**config.mk**
```make
export PLATFORM = sky130hd
export DESIGN_NAME = fir_decim3
export DESIGN_NICKNAME = d
export VERILOG_FILES = /design/src/rtl/fir_decim3.sv
export SDC_FILE = /design/constraint.sdc
export NUM_CORES = 2
export LEC_CHECK = 0
export ABC_CLOCK_PERIOD_IN_PS = 11110
export CORE_ASPECT_RATIO = 2
export CORE_MARGIN = 2
export CORE_UTILIZATION = 57
export CTS_CLUSTER_DIAMETER = 120
export DETAILED_ROUTE_END_ITERATION = 10
export GPL_ROUTABILITY_DRIVEN = 0
export PLACE_DENSITY = 0.82
export SYNTH_ARGS = -nofsm -noshare
export SYNTH_HDL_FRONTEND = slang
export SYNTH_SLANG_ARGS = --single-unit
```
**constraint.sdc**
```tcl
create_clock -name clk -period 11.11 [get_ports clk]
set_input_delay 2.222 -clock clk [delete_from_list [all_inputs] [get_ports clk]]
set_output_delay 2.222 -clock clk [all_outputs]
set_load 0.02 [all_outputs]
```
**src/rtl/fir_decim3.sv**
```systemverilog
// fir_decim3: NR_STAGES-tap FIR filter with decimation by DECIM.
// Samples shift into a delay line. After every DECIM-th accepted sample a
// serial multiply-accumulate (MAC) pass runs over all taps. The rounded and
// saturated result is then presented on data_out for one strobe.
// Bit 0 of data_in, data_out and of each coefficient field is the MSB.
module fir_decim3 #(
    parameter int NR_STAGES = 32,
    parameter int DWIDTH    = 16,
    parameter int DDWIDTH   = 2 * DWIDTH,
    parameter int CWIDTH    = NR_STAGES * DWIDTH,
    parameter int DECIM     = 3
) (
    input  logic              clk,
    input  logic              rst,
    input  logic [0:CWIDTH-1] coeffs,
    input  logic              in_valid,
    output logic              in_ready,
    input  logic [0:DWIDTH-1] data_in,
    output logic              out_valid,
    output logic [0:DWIDTH-1] data_out
);

    // Six guard bits cover the sum of up to 64 full-scale products.
    localparam int AWIDTH = DDWIDTH + 6;
    localparam int IWIDTH = (NR_STAGES > 1) ? $clog2(NR_STAGES) : 1;
    localparam int PWIDTH = (DECIM > 1) ? $clog2(DECIM) : 1;

    localparam logic [IWIDTH-1:0] IDX_LAST   = IWIDTH'(NR_STAGES - 1);
    localparam logic [PWIDTH-1:0] PHASE_LAST = PWIDTH'(DECIM - 1);

    // Half an output LSB, plus the output rails, in accumulator scale.
    localparam logic signed [AWIDTH-1:0] RND     = AWIDTH'(1) << (DWIDTH - 2);
    localparam logic signed [AWIDTH-1:0] SAT_MAX = (AWIDTH'(1) << (DWIDTH - 1)) - AWIDTH'(1);
    localparam logic signed [AWIDTH-1:0] SAT_MIN = -(AWIDTH'(1) << (DWIDTH - 1));

    typedef enum logic [1:0] {IDLE, MAC, OUT} state_t;

    state_t                    state_q, state_d;
    logic [PWIDTH-1:0]         phase_q, phase_d;
    logic [IWIDTH-1:0]         idx_q, idx_d;
    logic signed [AWIDTH-1:0]  acc_q, acc_d;
    logic signed [DWIDTH-1:0]  delay_q [NR_STAGES];
    logic signed [DWIDTH-1:0]  delay_d [NR_STAGES];
    logic signed [DWIDTH-1:0]  dout_q, dout_d;
    logic                      valid_q, valid_d;
    logic                      ready_q, ready_d;

    logic signed [DWIDTH-1:0]  tap [NR_STAGES];
    logic signed [DWIDTH-1:0]  tap_sel;
    logic signed [DWIDTH-1:0]  smp_sel;
    logic signed [DDWIDTH-1:0] prod;
    logic signed [AWIDTH-1:0]  rnd_sh;
    logic                      accept;

    // Unpack the flat coefficient bus. Each field is MSB-first.
    generate
        for (genvar gi = 0; gi < NR_STAGES; gi++) begin : g_tap
            assign tap[gi] = coeffs[gi*DWIDTH +: DWIDTH];
        end
    endgenerate

    assign tap_sel = tap[idx_q];
    assign smp_sel = delay_q[idx_q];
    assign prod    = DDWIDTH'(tap_sel) * DDWIDTH'(smp_sel);
    assign rnd_sh  = (acc_q + RND) >>> (DWIDTH - 1);
    assign accept  = in_valid && ready_q;

    assign in_ready  = ready_q;
    assign out_valid = valid_q;
    assign data_out  = dout_q;

    // Next-state logic: delay line shift, phase count, MAC sequencing, output rounding.
    always_comb begin
        state_d = state_q;
        phase_d = phase_q;
        idx_d   = idx_q;
        acc_d   = acc_q;
        dout_d  = dout_q;
        valid_d = 1'b0;
        for (int k = 0; k < NR_STAGES; k++) begin
            delay_d[k] = delay_q[k];
        end

        case (state_q)
            IDLE: begin
                if (accept) begin
                    delay_d[0] = data_in;
                    for (int k = 1; k < NR_STAGES; k++) begin
                        delay_d[k] = delay_q[k-1];
                    end
                    if (phase_q == PHASE_LAST) begin
                        phase_d = '0;
                        state_d = MAC;
                        idx_d   = '0;
                        acc_d   = '0;
                    end else begin
                        phase_d = phase_q + PWIDTH'(1);
                    end
                end
            end
            MAC: begin
                acc_d = acc_q + AWIDTH'(prod);
                if (idx_q == IDX_LAST) begin
                    idx_d   = '0;
                    state_d = OUT;
                end else begin
                    idx_d = idx_q + IWIDTH'(1);
                end
            end
            OUT: begin
                if (rnd_sh > SAT_MAX) begin
                    dout_d = SAT_MAX[DWIDTH-1:0];
                end else if (rnd_sh < SAT_MIN) begin
                    dout_d = SAT_MIN[DWIDTH-1:0];
                end else begin
                    dout_d = rnd_sh[DWIDTH-1:0];
                end
                valid_d = 1'b1;
                state_d = IDLE;
            end
            default: begin
                state_d = IDLE;
            end
        endcase

        // in_ready is registered, so it stays low while rst is held.
        ready_d = (state_d == IDLE);
    end

    // State registers. Reset clears everything, which aborts any pending output.
    always_ff @(posedge clk or negedge rst) begin
        if (!rst) begin
            state_q <= IDLE;
            phase_q <= '0;
            idx_q   <= '0;
            acc_q   <= '0;
            dout_q  <= '0;
            valid_q <= 1'b0;
            ready_q <= 1'b0;
            for (int k = 0; k < NR_STAGES; k++) begin
                delay_q[k] <= '0;
            end
        end else begin
            state_q <= state_d;
            phase_q <= phase_d;
            idx_q   <= idx_d;
            acc_q   <= acc_d;
            dout_q  <= dout_d;
            valid_q <= valid_d;
            ready_q <= ready_d;
            for (int k = 0; k < NR_STAGES; k++) begin
                delay_q[k] <= delay_d[k];
            end
        end
    end

endmodule

```
Word-level counts from Yosys, hierarchy flattened

Index checks and enable logic that the tools add are counted.

Logic and storage cells: 81
Output and inout port bits: 18
Input bits: 531
Register bits: 577

Equality and inequality tests: 6
Add/subtract/negate cells: 4
Reduce and logical (&&, ||, !) cells: 6
$lt $le $gt $ge: 3
Bitwise operators: 1
Multiply operators: 1
Muxes and demuxes: 21

Operators by type and width:

| operator                                                        | number |
|---|---|
| binary-select mux 16 bit (select 5 bit)                         | 2 |
| 2-to-1 mux 16 bit                                               | 6 |
| 2-to-1 mux 38 bit                                               | 2 |
| case mux 38 bit (2 select lines)                                | 1 |
| adder 38 x 16 -> 38 bit, second input constant                  | 1 |
| adder 38 x 32 -> 38 bit                                         | 1 |
| multiplier 16 x 16 -> 32 bit                                    | 1 |
| greater-than comparator 23 x 16 -> 1 bit, second input constant | 1 |
| < comparator 23 x 16 -> 1 bit, second input constant            | 1 |
| 2-to-1 mux 5 bit                                                | 3 |
| case mux 5 bit (2 select lines)                                 | 1 |
| 2-to-1 mux 2 bit                                                | 4 |
| >= comparator 6 bit, second input constant                      | 1 |
| NOT 5 -> 6 bit                                                  | 1 |
| adder 5 x 1 -> 5 bit, second input constant                     | 1 |
| == test 5 bit, second input constant                            | 1 |
| == test 2 bit, second input constant                            | 2 |
| logical NOT 2 bit                                               | 2 |
| != test 2 bit, second input constant                            | 2 |
| case mux 2 bit (2 select lines)                                 | 1 |
| AND reduction 3 bit                                             | 1 |
| adder 2 x 1 -> 2 bit, second input constant                     | 1 |
| == test 2 x 1 -> 1 bit, second input constant                   | 1 |
| AND reduction 2 bit                                             | 1 |
| 3 further kinds                                                 | 3 |

Depth between registers and ports, before layout

Word-level depth: 7
Mapped depth: 32

Worst setup path before layout

Ideal clock, no wire load.

Path type: input to register
Start: in coeffs[501] in the netlist's numbering
End: reg acc_q[31]
Path slack: 1.936 ns
Path buffers: 0
Arrival time: 9.052 ns
Stages: 26
Cells stage by stage: mux4_2 -> mux4_2 -> mux2_2 -> inv_1 -> nor2_1 -> fa_1 -> inv_1 -> fa_1 -> fa_1 -> inv_1 -> fa_1 -> fa_1 -> inv_1 -> fa_1 -> inv_1 -> ha_1 -> and2_1 -> a311o_1 -> a21oi_1 -> o32ai_1 -> a221oi_4 -> o21ai_1 -> o211ai_1 -> a21boi_0 -> or3_1 -> a32o_1

Longest elaborated chain between the ends: 6

RTL lines:

| what                                                 | RTL line | RTL |
|---|---|---|
| start: declaration                                   | 15       | `input logic [0:CWIDTH-1] coeffs,` |
| binary-select mux 16 bit (select 5 bit)              | 62       | `assign tap_sel = tap[idx_q];` |
| 2-to-1 mux 16 bit (not written as such) (2 in a row) | 62       |  |
| multiplier 16 x 16 -> 32 bit                         | 64       | `assign prod = DDWIDTH'(tap_sel) * DDWIDTH'(smp_sel);` |
| adder 38 x 32 -> 38 bit                              | 102      | `acc_d = acc_q + AWIDTH'(prod);` |
| case mux 38 bit (2 select lines)                     | 84       | `case (state_q)` |
| end signal: assignment                               | 136      | `acc_q <= '0;` |
| end signal: assignment                               | 147      | `acc_q <= acc_d;` |
| end: declaration                                     | 41       | `logic signed [AWIDTH-1:0] acc_q, acc_d;` |

No other way between the ends. The select of a mux whose other input is x is not followed.
A chain may end at the register's enable or synchronous reset.

Worst setup path in the final report

Start: in coeffs[8] in the netlist's numbering
End: reg acc_q[31]

The elaborated chain is that of the path after synthesis.

==> results_dict.tcl <==
set metrics [dict create \
    fin_worst_skew_ps 22.6 \
    post-route-period-util_pct 91.2 \
    cts_made_buffers 49 \
    dpl.cell_count 5452 \
    maxCapViolCount 0 \
    critPathMaxFanout 10 \
    met1_length_um 40100 \
    drt_iter0_markers 2819 \
    ys_ff_latch 577 \
    grt_antenna_before_repair 21 \
    track_usage_pct 32.5 \
    coreArea_mm2 0.0720 \
    via_per_inst 5.81 \
    clock_latency_ps 610 \
    clk_pin_slew_ps 80 \
    worstSetupStartpointType "primary input" \
    ctsResizeCount 0 \
    rsz0062_at_grt "no" \
    synth_edf_count 0 \
    hold_viol 0 \
    worstPathRequired_ps 11610 \
    overflow 0 \
    ys_async_sr_fraction_pct 100 \
    grt_pass1_vias 34700 \
    yosysSeqAreaShare_pct 34.8 \
    yosys_most_used_dff "dfrtp_1" \
    reg2reg_slack_ps 1540 \
    dr.pass1.iters 9 \
    worstMarginPinSlew_ps 1210 \
    hold_ws_ps 473 \
    wirelength_um 119000 \
    path_buf_inv 6 \
    crit_family "adder cells" \
    fmax_mhz 98.7 \
    hold_path_class "reg -> reg" \
    synth_area_per_cell_um2 9.97 \
    syn2layout_area_growth_pct 19.1 \
    cts_tree "yes" \
    setup_tns_ps 0 \
    die_area_mm2 0.0751 \
    setup_violations 0 \
    num_vias 32300 \
    syn_nets 5129 \
    portBuffers 548 \
    final_nets 5554 \
    die_h_um 385 \
    crit_path_end_kind "flip-flop" \
    cts.sinks 577 \
    slowest_delay_ps 600 \
    layout_min_cycle_time_ps 10130 \
    critPathKind "in -> reg" \
    drc 2 \
    cts_root_buf "clkbuf_16" \
    ioPinCount 549 \
    synth_warnings 0 \
    wl_met2_um 61400 \
    drive_above_1_share_pct 11.0 \
    cpMaxStageDelayCell "a221oi_1" \
    ant_nets 0 \
    cts_max_path_buffers 3 \
    yosysUniqueCellTypes 60 \
    ctsHoldBuffers 0 \
    hpwl_um 88900 \
    synthCells 4162 \
    grt_pass1_wl_um 187000 \
    slew_viol_final 0 \
    syn_area_mm2 0.0415 \
    final_cell_mix "nand2_1 (1,697), dfrtp_1 (572), clkdlybuf4s50_1 (547)" \
    highest_layer "met5" \
    violations "DRC" \
    dr_wl_met3_um 9210 \
    fillCellCount 5248 \
    final_common_cell "nand2_1" \
    initial_core_util_pct 57.6 \
    run_status "finished with violations" \
    postCtsSetupRepairBufs 0 \
    grt_max_degree 275 \
    fp-row-count 139 \
    crit_arrival_ps 10630 \
    h-tree-depth 2 \
    avgRoutedWirePerCell_um 21.5 \
    die_w_um 195 \
    finalNonFillerCells 5548 \
    slew_headroom_pct 19.3 \
]
## layout make-up
cell class / count / area, um^2 / share of cell area [%]
diodes: 6 / 15.0 / 0.0304
flip-flops and latches: 577 / 14500 / 29.3
clock buffers: 70 / 1430 / 2.88
clock inverters: 20 / 225 / 0.456
repair buffers: 603 / 6040 / 12.2
well taps: 916 / 1150 / 2.32
inverters: 372 / 1400 / 2.83
multi-input cells: 2984 / 24700 / 50.0
## sequential cells by signal, indices dropped and copies added (netlist names)
signal,flops
idx_q,5
acc_q,38
out_valid,1
data_out,16
state_q,2
phase_q,2
in_ready,1
delay_q,512
## per-stage QoR
step           utilization (%)  setup WS [ps]  instance area (um^2)
3_5_place_dp              66.3            597                 47800
5_1_grt                   68.6            781                 49400
3_3_place_gp              66.3            781                 47800
2_1_floorplan                -           1940                 41500
6_report                  68.6            983                 49400
4_1_cts                   68.6           1220                 49400
## cells in the mapped netlist (all sizes together) (15+ instances only)
| library cell | instances | area share [%] |
|---|---|---|
| a31oi | 18 | 0.27 |
| xor2 | 16 | 0.34 |
| xnor2 | 37 | 0.83 |
| nand2 | 1697 | 15 |
| o21ai | 49 | 0.59 |
| dfrtp | 577 | 35 |
| ha | 114 | 3.4 |
| a21oi | 36 | 0.43 |
| clkbuf | 165 | 1.5 |
| mux4 | 320 | 17 |
| inv | 371 | 3.4 |
| nand2b | 31 | 0.47 |
| mux2i | 19 | 0.52 |
| nor2 | 172 | 1.6 |
| mux2 | 17 | 0.47 |
| buf | 64 | 0.83 |
| fa | 322 | 16 |
| nand3 | 15 | 0.18 |
## final timing paths
| check | startpoint | end | cells past startpoint |
|---|---|---|---|
| min reg2reg | delay_q[13] | delay_q[13] | 2 |
| min in group asynchronous | rst | delay_q[481] | 1 |
| max | coeffs[8] | acc_q[31] | 26 |
| max reg2reg | idx_q[0] | acc_q[31] | 25 |
| max in group asynchronous | rst | delay_q[27] | 3 |
| min | delay_q[13] | delay_q[13] | 2 |
## metal layers
layer | vias to the layer above | GRT usage [%]
met2 | 1450 | 56.6
met4 | 24 | 19.7
met5 | - | 0
met3 | 442 | 6.96
li1 | 14200 | -
met1 | 16100 | 36.8
## worst register-to-register path, cell delays in order, from the launching register on
cell      delay (ps)
dfrtp_4          890
buf_4            500
mux4_2           560
mux4_2           480
mux2i_2          730
buf_4            300
nor2_1            80
fa_1             520
fa_1             580
fa_1             450
fa_1             510
fa_1             500
inv_1             50
fa_1             470
inv_1             40
ha_1             350
and2_1           220
a311o_1          350
a21oi_1          170
o32ai_1          200
a221oi_4         460
o21ai_1          150
o211ai_1         200
a21boi_0         140
or3_1            320
a32o_1           260
## logic make-up (layout without fill, tap and decap cells)
family	Yosys count	in the layout	share of synthesized area, %
AND/OR/NAND/NOR	1978	1978	18.5
buffers and inverters	601	1065	5.69
flip-flops	577	577	34.8
adder cells (fa/ha/maj)	436	436	19.0
multiplexers	356	356	18.4
AO/OA/AOI/OAI	161	161	2.48
XOR/XNOR	53	53	1.16
other	0	6	0
Power is left out: the tool's default activity adds up to more than one toggle a clock period on the data nets, which glitch-free logic cannot reach.
